`config.mk`:
```
export PLATFORM = sky130hd
export DESIGN_NAME = i2c_reg_master
export DESIGN_NICKNAME = d
export VERILOG_FILES = /design/src/rtl/i2c_pkg.sv /design/src/rtl/i2c_sync2.sv /design/src/rtl/i2c_reg_master.sv
export SDC_FILE = /design/constraint.sdc
export NUM_CORES = 1
export LEC_CHECK = 0
export BUFFER_PORTS_ARGS = -buffer_cell sky130_fd_sc_hd__buf_2
export CAP_MARGIN = 20
export CORE_ASPECT_RATIO = 1.75
export CORE_UTILIZATION = 60
export CTS_BUF_LIST = sky130_fd_sc_hd__clkbuf_2
export DETAILED_ROUTE_END_ITERATION = 10
export PLACE_DENSITY = 0.76
export SLEW_MARGIN = 25
export SYNTH_ARGS = -nofsm -noshare
export SYNTH_HDL_FRONTEND = slang
export SYNTH_HIERARCHICAL = 1
export SYNTH_SLANG_ARGS = --single-unit
```
`constraint.sdc`:
```
create_clock -name clk1d -period 5.24 [get_ports clk1d]
set_clock_uncertainty 0.05 [all_clocks]
set_input_delay 1.048 -clock clk1d [delete_from_list [all_inputs] [get_ports clk1d]]
set_output_delay 1.048 -clock clk1d [all_outputs]
set_load 0.02 [all_outputs]
```
`src/rtl/i2c_pkg.sv`:
```
// rtl/i2c_pkg.sv - shared types and constants for the I2C register-write initiator
package i2c_pkg;

  // Frame sequencer states
  typedef enum logic [2:0] {
    IDLE,
    START,
    BIT,
    ACK,
    STOP,
    DONE
  } state_t;

  // Quarter phase within one SCL period
  typedef enum logic [1:0] {
    Q0,
    Q1,
    Q2,
    Q3
  } qphase_t;

  // Responder register map: three cmpa bytes plus a commit strobe
  localparam logic [7:0] REG_CMP_B0     = 8'd0;
  localparam logic [7:0] REG_CMP_B1     = 8'd1;
  localparam logic [7:0] REG_CMP_B2     = 8'd2;
  localparam logic [7:0] REG_CMP_COMMIT = 8'd3;

endpackage

```
`src/rtl/i2c_sync2.sv`:
```
// rtl/i2c_sync2.sv - two-flop synchronizer for an I2C pad level
module i2c_sync2 #(
  parameter logic RST_VAL = 1'b1
) (
  input  logic clk1d,
  input  logic rst,
  input  logic i_d,
  output logic o_q
);

  logic r_meta;
  logic r_q;

  // Two back-to-back flops; reset to the idle (released, high) bus level
  always_ff @(posedge clk1d or posedge rst) begin
    if (rst) begin
      r_meta <= RST_VAL;
      r_q    <= RST_VAL;
    end else begin
      r_meta <= i_d;
      r_q    <= r_meta;
    end
  end

  assign o_q = r_q;

endmodule

```
`src/rtl/i2c_reg_master.sv`:
```
// rtl/i2c_reg_master.sv - I2C initiator writing one byte to one responder register (option: I2CM_STRETCH_EN)
module i2c_reg_master
  import i2c_pkg::*;
#(
  parameter logic [6:0] DEV_ADDR = 7'h2A,
  parameter int         REGBITS  = 3,
  parameter int         QDIV     = 5
) (
  input  logic               clk1d,
  input  logic               rst,
  input  logic               cmd_valid,
  output logic               cmd_ready,
  input  logic [REGBITS-1:0] cmd_addr,
  input  logic [7:0]         cmd_data,
  output logic               busy,
  output logic               done,
  output logic               nack,
  output logic               scl_oe,
  input  logic               scl_in,
  output logic               sda_oe,
  input  logic               sda_in
);

  localparam logic [7:0] QLOAD = 8'(QDIV - 1);

  state_t               r_state;
  qphase_t              r_q;
  logic [7:0]           r_qcnt;
  logic [7:0]           r_sh;
  logic [2:0]           r_bit;
  logic [1:0]           r_byte;
  logic [REGBITS-1:0]   r_addr;
  logic [7:0]           r_data;
  logic                 r_nack;
  logic                 r_ready;
  logic                 r_done;
  logic                 r_nack_o;
  logic                 r_scl_oe;
  logic                 r_sda_oe;

  logic                 w_sda_s;
  logic                 w_freeze;
  logic                 w_tick;
  logic [7:0]           w_byte1;
  logic [7:0]           w_next_byte;

  i2c_sync2 u_sync_sda (
    .clk1d (clk1d),
    .rst   (rst),
    .i_d   (sda_in),
    .o_q   (w_sda_s)
  );

`ifdef I2CM_STRETCH_EN
  logic w_scl_s;

  i2c_sync2 u_sync_scl (
    .clk1d (clk1d),
    .rst   (rst),
    .i_d   (scl_in),
    .o_q   (w_scl_s)
  );

  // A responder holding SCL low after we released it stalls the clock high phase
  assign w_freeze = ((r_state == BIT) || (r_state == ACK)) && (r_q == Q2) && !w_scl_s;
`else
  logic w_unused_scl;

  assign w_unused_scl = scl_in;
  assign w_freeze     = 1'b0;
`endif

  assign w_tick      = (r_qcnt == 8'd0) && !w_freeze;
  assign w_byte1     = 8'(r_addr);
  assign w_next_byte = (r_byte == 2'd0) ? w_byte1 : r_data;

  // Quarter-period divider: parked at reload while idle, counts down during a frame
  always_ff @(posedge clk1d or posedge rst) begin
    if (rst) begin
      r_qcnt <= QLOAD;
    end else if ((r_state == IDLE) || (r_state == DONE)) begin
      r_qcnt <= QLOAD;
    end else if (w_freeze) begin
      r_qcnt <= r_qcnt;
    end else if (r_qcnt == 8'd0) begin
      r_qcnt <= QLOAD;
    end else begin
      r_qcnt <= r_qcnt - 8'd1;
    end
  end

  // Frame sequencer; line drives are set on entry to each quarter phase
  always_ff @(posedge clk1d or posedge rst) begin
    if (rst) begin
      r_state  <= IDLE;
      r_q      <= Q0;
      r_sh     <= 8'd0;
      r_bit    <= 3'd0;
      r_byte   <= 2'd0;
      r_addr   <= '0;
      r_data   <= 8'd0;
      r_nack   <= 1'b0;
      r_ready  <= 1'b1;
      r_done   <= 1'b0;
      r_nack_o <= 1'b0;
      r_scl_oe <= 1'b0;
      r_sda_oe <= 1'b0;
    end else begin
      r_done   <= 1'b0;
      r_nack_o <= 1'b0;
      case (r_state)
        IDLE: begin
          if (cmd_valid) begin
            r_addr   <= cmd_addr;
            r_data   <= cmd_data;
            r_sh     <= {DEV_ADDR, 1'b0};
            r_bit    <= 3'd7;
            r_byte   <= 2'd0;
            r_nack   <= 1'b0;
            r_ready  <= 1'b0;
            r_state  <= START;
            r_q      <= Q0;
            r_sda_oe <= 1'b1;
            r_scl_oe <= 1'b0;
          end
        end
        // q0 pulls SDA with SCL high; q1..q3 hold SCL low so START fills a full bit slot
        START: begin
          if (w_tick) begin
            case (r_q)
              Q0: begin
                r_q      <= Q1;
                r_scl_oe <= 1'b1;
              end
              Q1: r_q <= Q2;
              Q2: r_q <= Q3;
              default: begin
                r_state  <= BIT;
                r_q      <= Q0;
                r_sda_oe <= ~r_sh[7];
              end
            endcase
          end
        end
        BIT: begin
          if (w_tick) begin
            case (r_q)
              Q0: r_q <= Q1;
              Q1: begin
                r_q      <= Q2;
                r_scl_oe <= 1'b0;
              end
              Q2: r_q <= Q3;
              default: begin
                r_q      <= Q0;
                r_scl_oe <= 1'b1;
                if (r_bit == 3'd0) begin
                  r_state  <= ACK;
                  r_sda_oe <= 1'b0;
                end else begin
                  r_bit    <= r_bit - 3'd1;
                  r_sh     <= {r_sh[6:0], 1'b0};
                  r_sda_oe <= ~r_sh[6];
                end
              end
            endcase
          end
        end
        ACK: begin
          if (w_tick) begin
            case (r_q)
              Q0: r_q <= Q1;
              Q1: begin
                r_q      <= Q2;
                r_scl_oe <= 1'b0;
              end
              Q2: r_q <= Q3;
              default: begin
                r_q      <= Q0;
                r_scl_oe <= 1'b1;
                if (w_sda_s) begin
                  r_nack   <= 1'b1;
                  r_state  <= STOP;
                  r_sda_oe <= 1'b1;
                end else if (r_byte == 2'd2) begin
                  r_state  <= STOP;
                  r_sda_oe <= 1'b1;
                end else begin
                  r_state  <= BIT;
                  r_byte   <= r_byte + 2'd1;
                  r_bit    <= 3'd7;
                  r_sh     <= w_next_byte;
                  r_sda_oe <= ~w_next_byte[7];
                end
              end
            endcase
          end
        end
        // SCL rises first, then SDA; q3 is bus-free hold before reporting
        STOP: begin
          if (w_tick) begin
            case (r_q)
              Q0: begin
                r_q      <= Q1;
                r_scl_oe <= 1'b0;
              end
              Q1: begin
                r_q      <= Q2;
                r_sda_oe <= 1'b0;
              end
              Q2: r_q <= Q3;
              default: begin
                r_state  <= DONE;
                r_q      <= Q0;
                r_done   <= 1'b1;
                r_nack_o <= r_nack;
              end
            endcase
          end
        end
        DONE: begin
          r_state <= IDLE;
          r_ready <= 1'b1;
        end
        default: begin
          r_state  <= IDLE;
          r_ready  <= 1'b1;
          r_scl_oe <= 1'b0;
          r_sda_oe <= 1'b0;
        end
      endcase
    end
  end

  assign cmd_ready = r_ready;
  assign busy      = ~r_ready;
  assign done      = r_done;
  assign nack      = r_nack_o;
  assign scl_oe    = r_scl_oe;
  assign sda_oe    = r_sda_oe;

endmodule

```
# After elaboration in Yosys (flattened, before gate mapping)
# Index checks and enable logic that the tools add are counted.
# classes
addsub	3
n_eq_ne	28
muxes	75
bitwise_logic	6
reduce_logical	22
# op_table
operator	count
8-bit two-way mux	11
3-bit two-way mux	20
2-bit inequality test, second input constant	17
1-bit two-way mux	27
8-bit case mux with 3 select lines	1
10-bit AND reduction	2
3-bit case mux with 5 select lines	1
2-bit two-way mux	6
3-bit case mux with 3 select lines	1
9-bit AND reduction	1
8-bit logical NOT	1
2-bit case mux with 2 select lines	2
8-bit AND reduction	1
8-bit by 1-bit subtractor with 8-bit output, second input constant	1
3-bit by 2-bit equality test with 1-bit output, second input constant	2
3-bit equality test, second input constant	2
3-bit logical NOT	2
2-bit by 1-bit inequality test with 1-bit output, second input constant	3
1-bit inverter	6
1-bit case mux with 2 select lines	3
1-bit case mux with 6 select lines	1
2-bit case mux with 3 select lines	1
6-bit AND reduction	1
1-bit case mux with 5 select lines	1
other kinds (15)	20
# totals
register_bits	45
input_bits	16
out_inout_bits	6
elab_cells	150

# Depth between registers and ports, before layout
# logic_depth
word_depth	8
mapped_depth	8
mapped_depth_nobuf	7

# Modules after synthesis
# Netlist, hierarchy kept.
# modules_own_cells
module	instances	cells_per_inst	area_per_inst_um2	seq_area_each_um2
i2c_reg_master	1	228	2423.6	1078.5
i2c_sync2	1	3	56.3	52.6

# Worst setup path before layout
# No wires, ideal clock.
# synth_path
kind	input port to flip-flop
startpoint	input port cmd_valid
endpoint	register r_bit[0]
setup_ps	125
arrival_ps	2015
required_time_ps	5065
slack_ps	3050
cell_stages	6
path_buffers	1
cell_sequence	inv_1 -> a221oi_2 -> o21ai_1 -> a21o_1 -> buf_6 -> mux2_4
# synth_via
elab_chain_len	2
# synth_rtl
element	line_no	rtl
from (decl)	i2c_reg_master.sv:11	input logic cmd_valid,
2-bit inequality test (no source line)	n/a	
9-bit AND reduction (no source line)	n/a	
to (signal assigned)	i2c_reg_master.sv:161	r_bit <= r_bit - 3'd1;
to (decl)	i2c_reg_master.sv:30	logic [2:0] r_bit;
# Every way passes these cells.
# A chain may end at the register's enable or synchronous reset.

# Worst setup path in the final report
# layout_path
startpoint	register r_state[0]
endpoint	register r_sh[4]
# layout_via
elab_chain_len	3
elab_cells_between_ends	14
classes_between	eq/ne (10); mux (1); reduce/logical (3)
# layout_rtl
element	line_no	rtl
from (decl)	i2c_reg_master.sv:26	state_t r_state;
from (signal assigned)	i2c_reg_master.sv:95	r_state <= IDLE;
from (signal assigned)	i2c_reg_master.sv:121	r_state <= START;
from (signal assigned)	i2c_reg_master.sv:138	r_state <= BIT;
3-bit by 2-bit equality test with 1-bit output or 3-bit logical NOT (tied branches)	i2c_reg_master.sv:111	case (r_state)
2-bit inequality test (no source line) or 3-bit nonzero test (tied branches)	n/a	
9-bit AND reduction (no source line)	n/a	
to (signal assigned)	i2c_reg_master.sv:116	r_sh <= {DEV_ADDR, 1'b0};
to (signal assigned)	i2c_reg_master.sv:162	r_sh <= {r_sh[6:0], 1'b0};
to (signal assigned)	i2c_reg_master.sv:192	r_sh <= w_next_byte;
to (decl)	i2c_reg_master.sv:29	logic [7:0] r_sh;
# Parallel ways exist; a longest one is shown, timed or not.

==> results.cfg <==
[job]
maxCapViolations = 0

[pwr]
power_density_nw_per_um2 = 219
p_leak_nw = 1.25
ir_drop_v = 0.000216

[synthesis]
syn_inst = 231
synth_edf_count = 0
yosysSeqAreaShare = 0.456
async_reset_ff_frac = 1.00
synth_top_cell_by_area = dfrtp_1
synth.avg_cell_area_um2 = 10.7
synth_top_area_frac = 0.414
synth_seq_cells = 45
netlist_area_um2 = 2480
yosysUniqueCellTypes = 52
yosysWarnings = 6
yosysMostFrequentCell = dfrtp_1
synth_common_cells = 41 x dfrtp_1, 18 x nand2_1, 15 x inv_1, 15 x mux2_2, 15 x nor2_1
synth_area_leaders = dfrtp_1 41%, mux2_2 6.8%, mux2_4 6.1%
synth_flop_cell = dfrtp_1
syn-num-nets = 257

[timing]
relSlewSlack = 0.400
finalSetupTns_ns = 0
fmaxAchievable_mhz = 398
rsz0062_at_grt = no
maxSlewViolCount = 0
worst_slew_pin_slew_ns = 0.900
fin_crit_sh = 0.480
period_minus_slack_ns = 2.51
finalSetupViolCount = 0
hold_viol_final = 0
setup_ws_ns = 2.73

[layout]
synthToLayoutAreaGrowth_pct = 6.56
fin_util = 0.677
drive_gt1_frac = 0.274
nNetsFinal = 273
antennaDiodeCount = 0

[clock_tree]
path_clk_slew_ns = 0.27
h-tree-depth = 2
cts_root_buf = clkbuf_2
cts_tree = yes
insertion_delay_ns = 0.43
cts-resized-gates = 0
clock-sinks = 45
cts_buffers = 5
clk_path_buf_depth = 2
cts_setup_buffers = 0
ctsHoldBuffers = 0

[global_routing]
grt_pass1_wl_um = 7920
grt_overflow = 0
grt_start_max_net_pins = 44
antenna_found_initial = 0
grt_pass1_vias = 1803
track_usage = 0.238

[critical_path]
worstPathCellList = nor2_4 -> a221oi_2 -> o21ai_1 -> a21o_1 -> mux2_4
slowest_stage = dfrtp_1
crit_buf_inv = 0
r2r_start = r_state[0]
slowest_delay_ns = 1.00
cp-start-kind = flip-flop
cp.required_ns = 5.51
worstSetupEndpointType = flip-flop
crit_start = r_state[0]
cp.arrival_ns = 2.78
cp_max_fo = 29
critPathTopFamily = flip-flops
crit_type = flip-flop to flip-flop

[route]
routedWlPerCell_um = 15.4
routed_wl_um = 4550
avgViaCountPerCell = 5.88
drt_iter0_drc = 57
firstDrtPassIters = 4
vias = 1741
antenna_left = 0
drc = 0

[placed_design]
post-dp-hpwl_um = 3230
place_ws_ns = 2.63
portBuffers = 20
place.gp.congestion = 0.786

[floorplan]
io_pins = 22
die_h_um = 87.0
die_w_um = 50.6
fp-row-count = 30
start_util = 0.635
core_um2 = 3900
die_area_um2 = 4400

[min_path]
hp-start = u_sync_sda/r_meta
min_path_type = flip-flop to flip-flop

[outcome]
status = completed
[metal layers]
metal  wire (um)  vias up  track usage
li1            -      833            -
met1        1790      858        0.276
met2        2510       39        0.425
met3         137       11       0.0384
met4         121        0        0.104
met5           0        -            0
[path summary, 6_finish.rpt]
kind	to	slack [ns]	cells past startpoint
max	r_sh[4]	2.73	5
min	u_sync_sda/o_q	0.32	0
max reg2reg	r_sh[4]	2.73	5
min reg2reg	u_sync_sda/o_q	0.32	0
max in group asynchronous	r_data[7]	4.09	3
min in group asynchronous	u_sync_sda/o_q	0.59	2
[cell type report]
cell class	instances	area, um2
Clock buffer	5	25.0
Fill cell	330	1260
Multi-Input combinational cell	159	1220
Sequential cell	45	1130
Clock inverter	3	46.3
Inverter	15	56.3
Tap cell	48	60.1
Timing Repair Buffer	21	108
[flip-flops by register name, summed over array words and instances (netlist names)]
register and cells:
r_state 3, u_sync_sda/o_q 1, u_sync_sda/r_meta 1, r_bit 3
cmd_ready 1, r_data 8, r_qcnt 8, r_q 2
r_byte 2, done 1, r_sh 8, nack 1
r_addr 3, r_nack 1, scl_oe 1, sda_oe 1
[layout by cell type, fill, tap and decap left out, drive strengths merged, types with 3 or more instances in the layout]
cell,Yosys,final
a211oi,5,5
a21oi,14,14
a22o,3,3
buf,10,21
clkbuf,2,5
dfrtp,41,41
dfstp,4,4
ha,10,10
inv,15,14
mux2,25,25
mux2i,5,5
nand2,19,19
nand2b,5,5
nor2,17,17
nor3,5,5
o21ai,15,15
o31ai,3,3
xor2,3,3
[power breakdown]
group	switching, W	total, W	internal, W
logic	0.0000106	0.0000193	0.00000869
registers	0.00000347	0.000358	0.000354
clock network	0.000122	0.000203	0.0000812
[stage by stage]
stage	power, W	hold slack [ns]	instance area, um2	cells
3_3_place_gp	0.000383	0.296	2570	288
4_1_cts	0.000583	0.323	2640	296
6_report	0.000580	0.321	2640	296
2_1_floorplan	0.000374	0.295	2480	231
5_1_grt	0.000594	0.326	2640	296
3_5_place_dp	0.000384	0.297	2570	288
[cells by family after synthesis]
group | count (synthesis) | synth area share
AOI/OAI and AO/OA | 50 | 0.127
xor gates and xnor gates | 5 | 0.0177
adders and majority gates | 10 | 0.0505
buffers and inverters | 27 | 0.0535
DFF | 45 | 0.456
muxes | 30 | 0.149
and+or+nand+nor | 64 | 0.146
No activity file was read; power rests on OpenSTA's default activity.
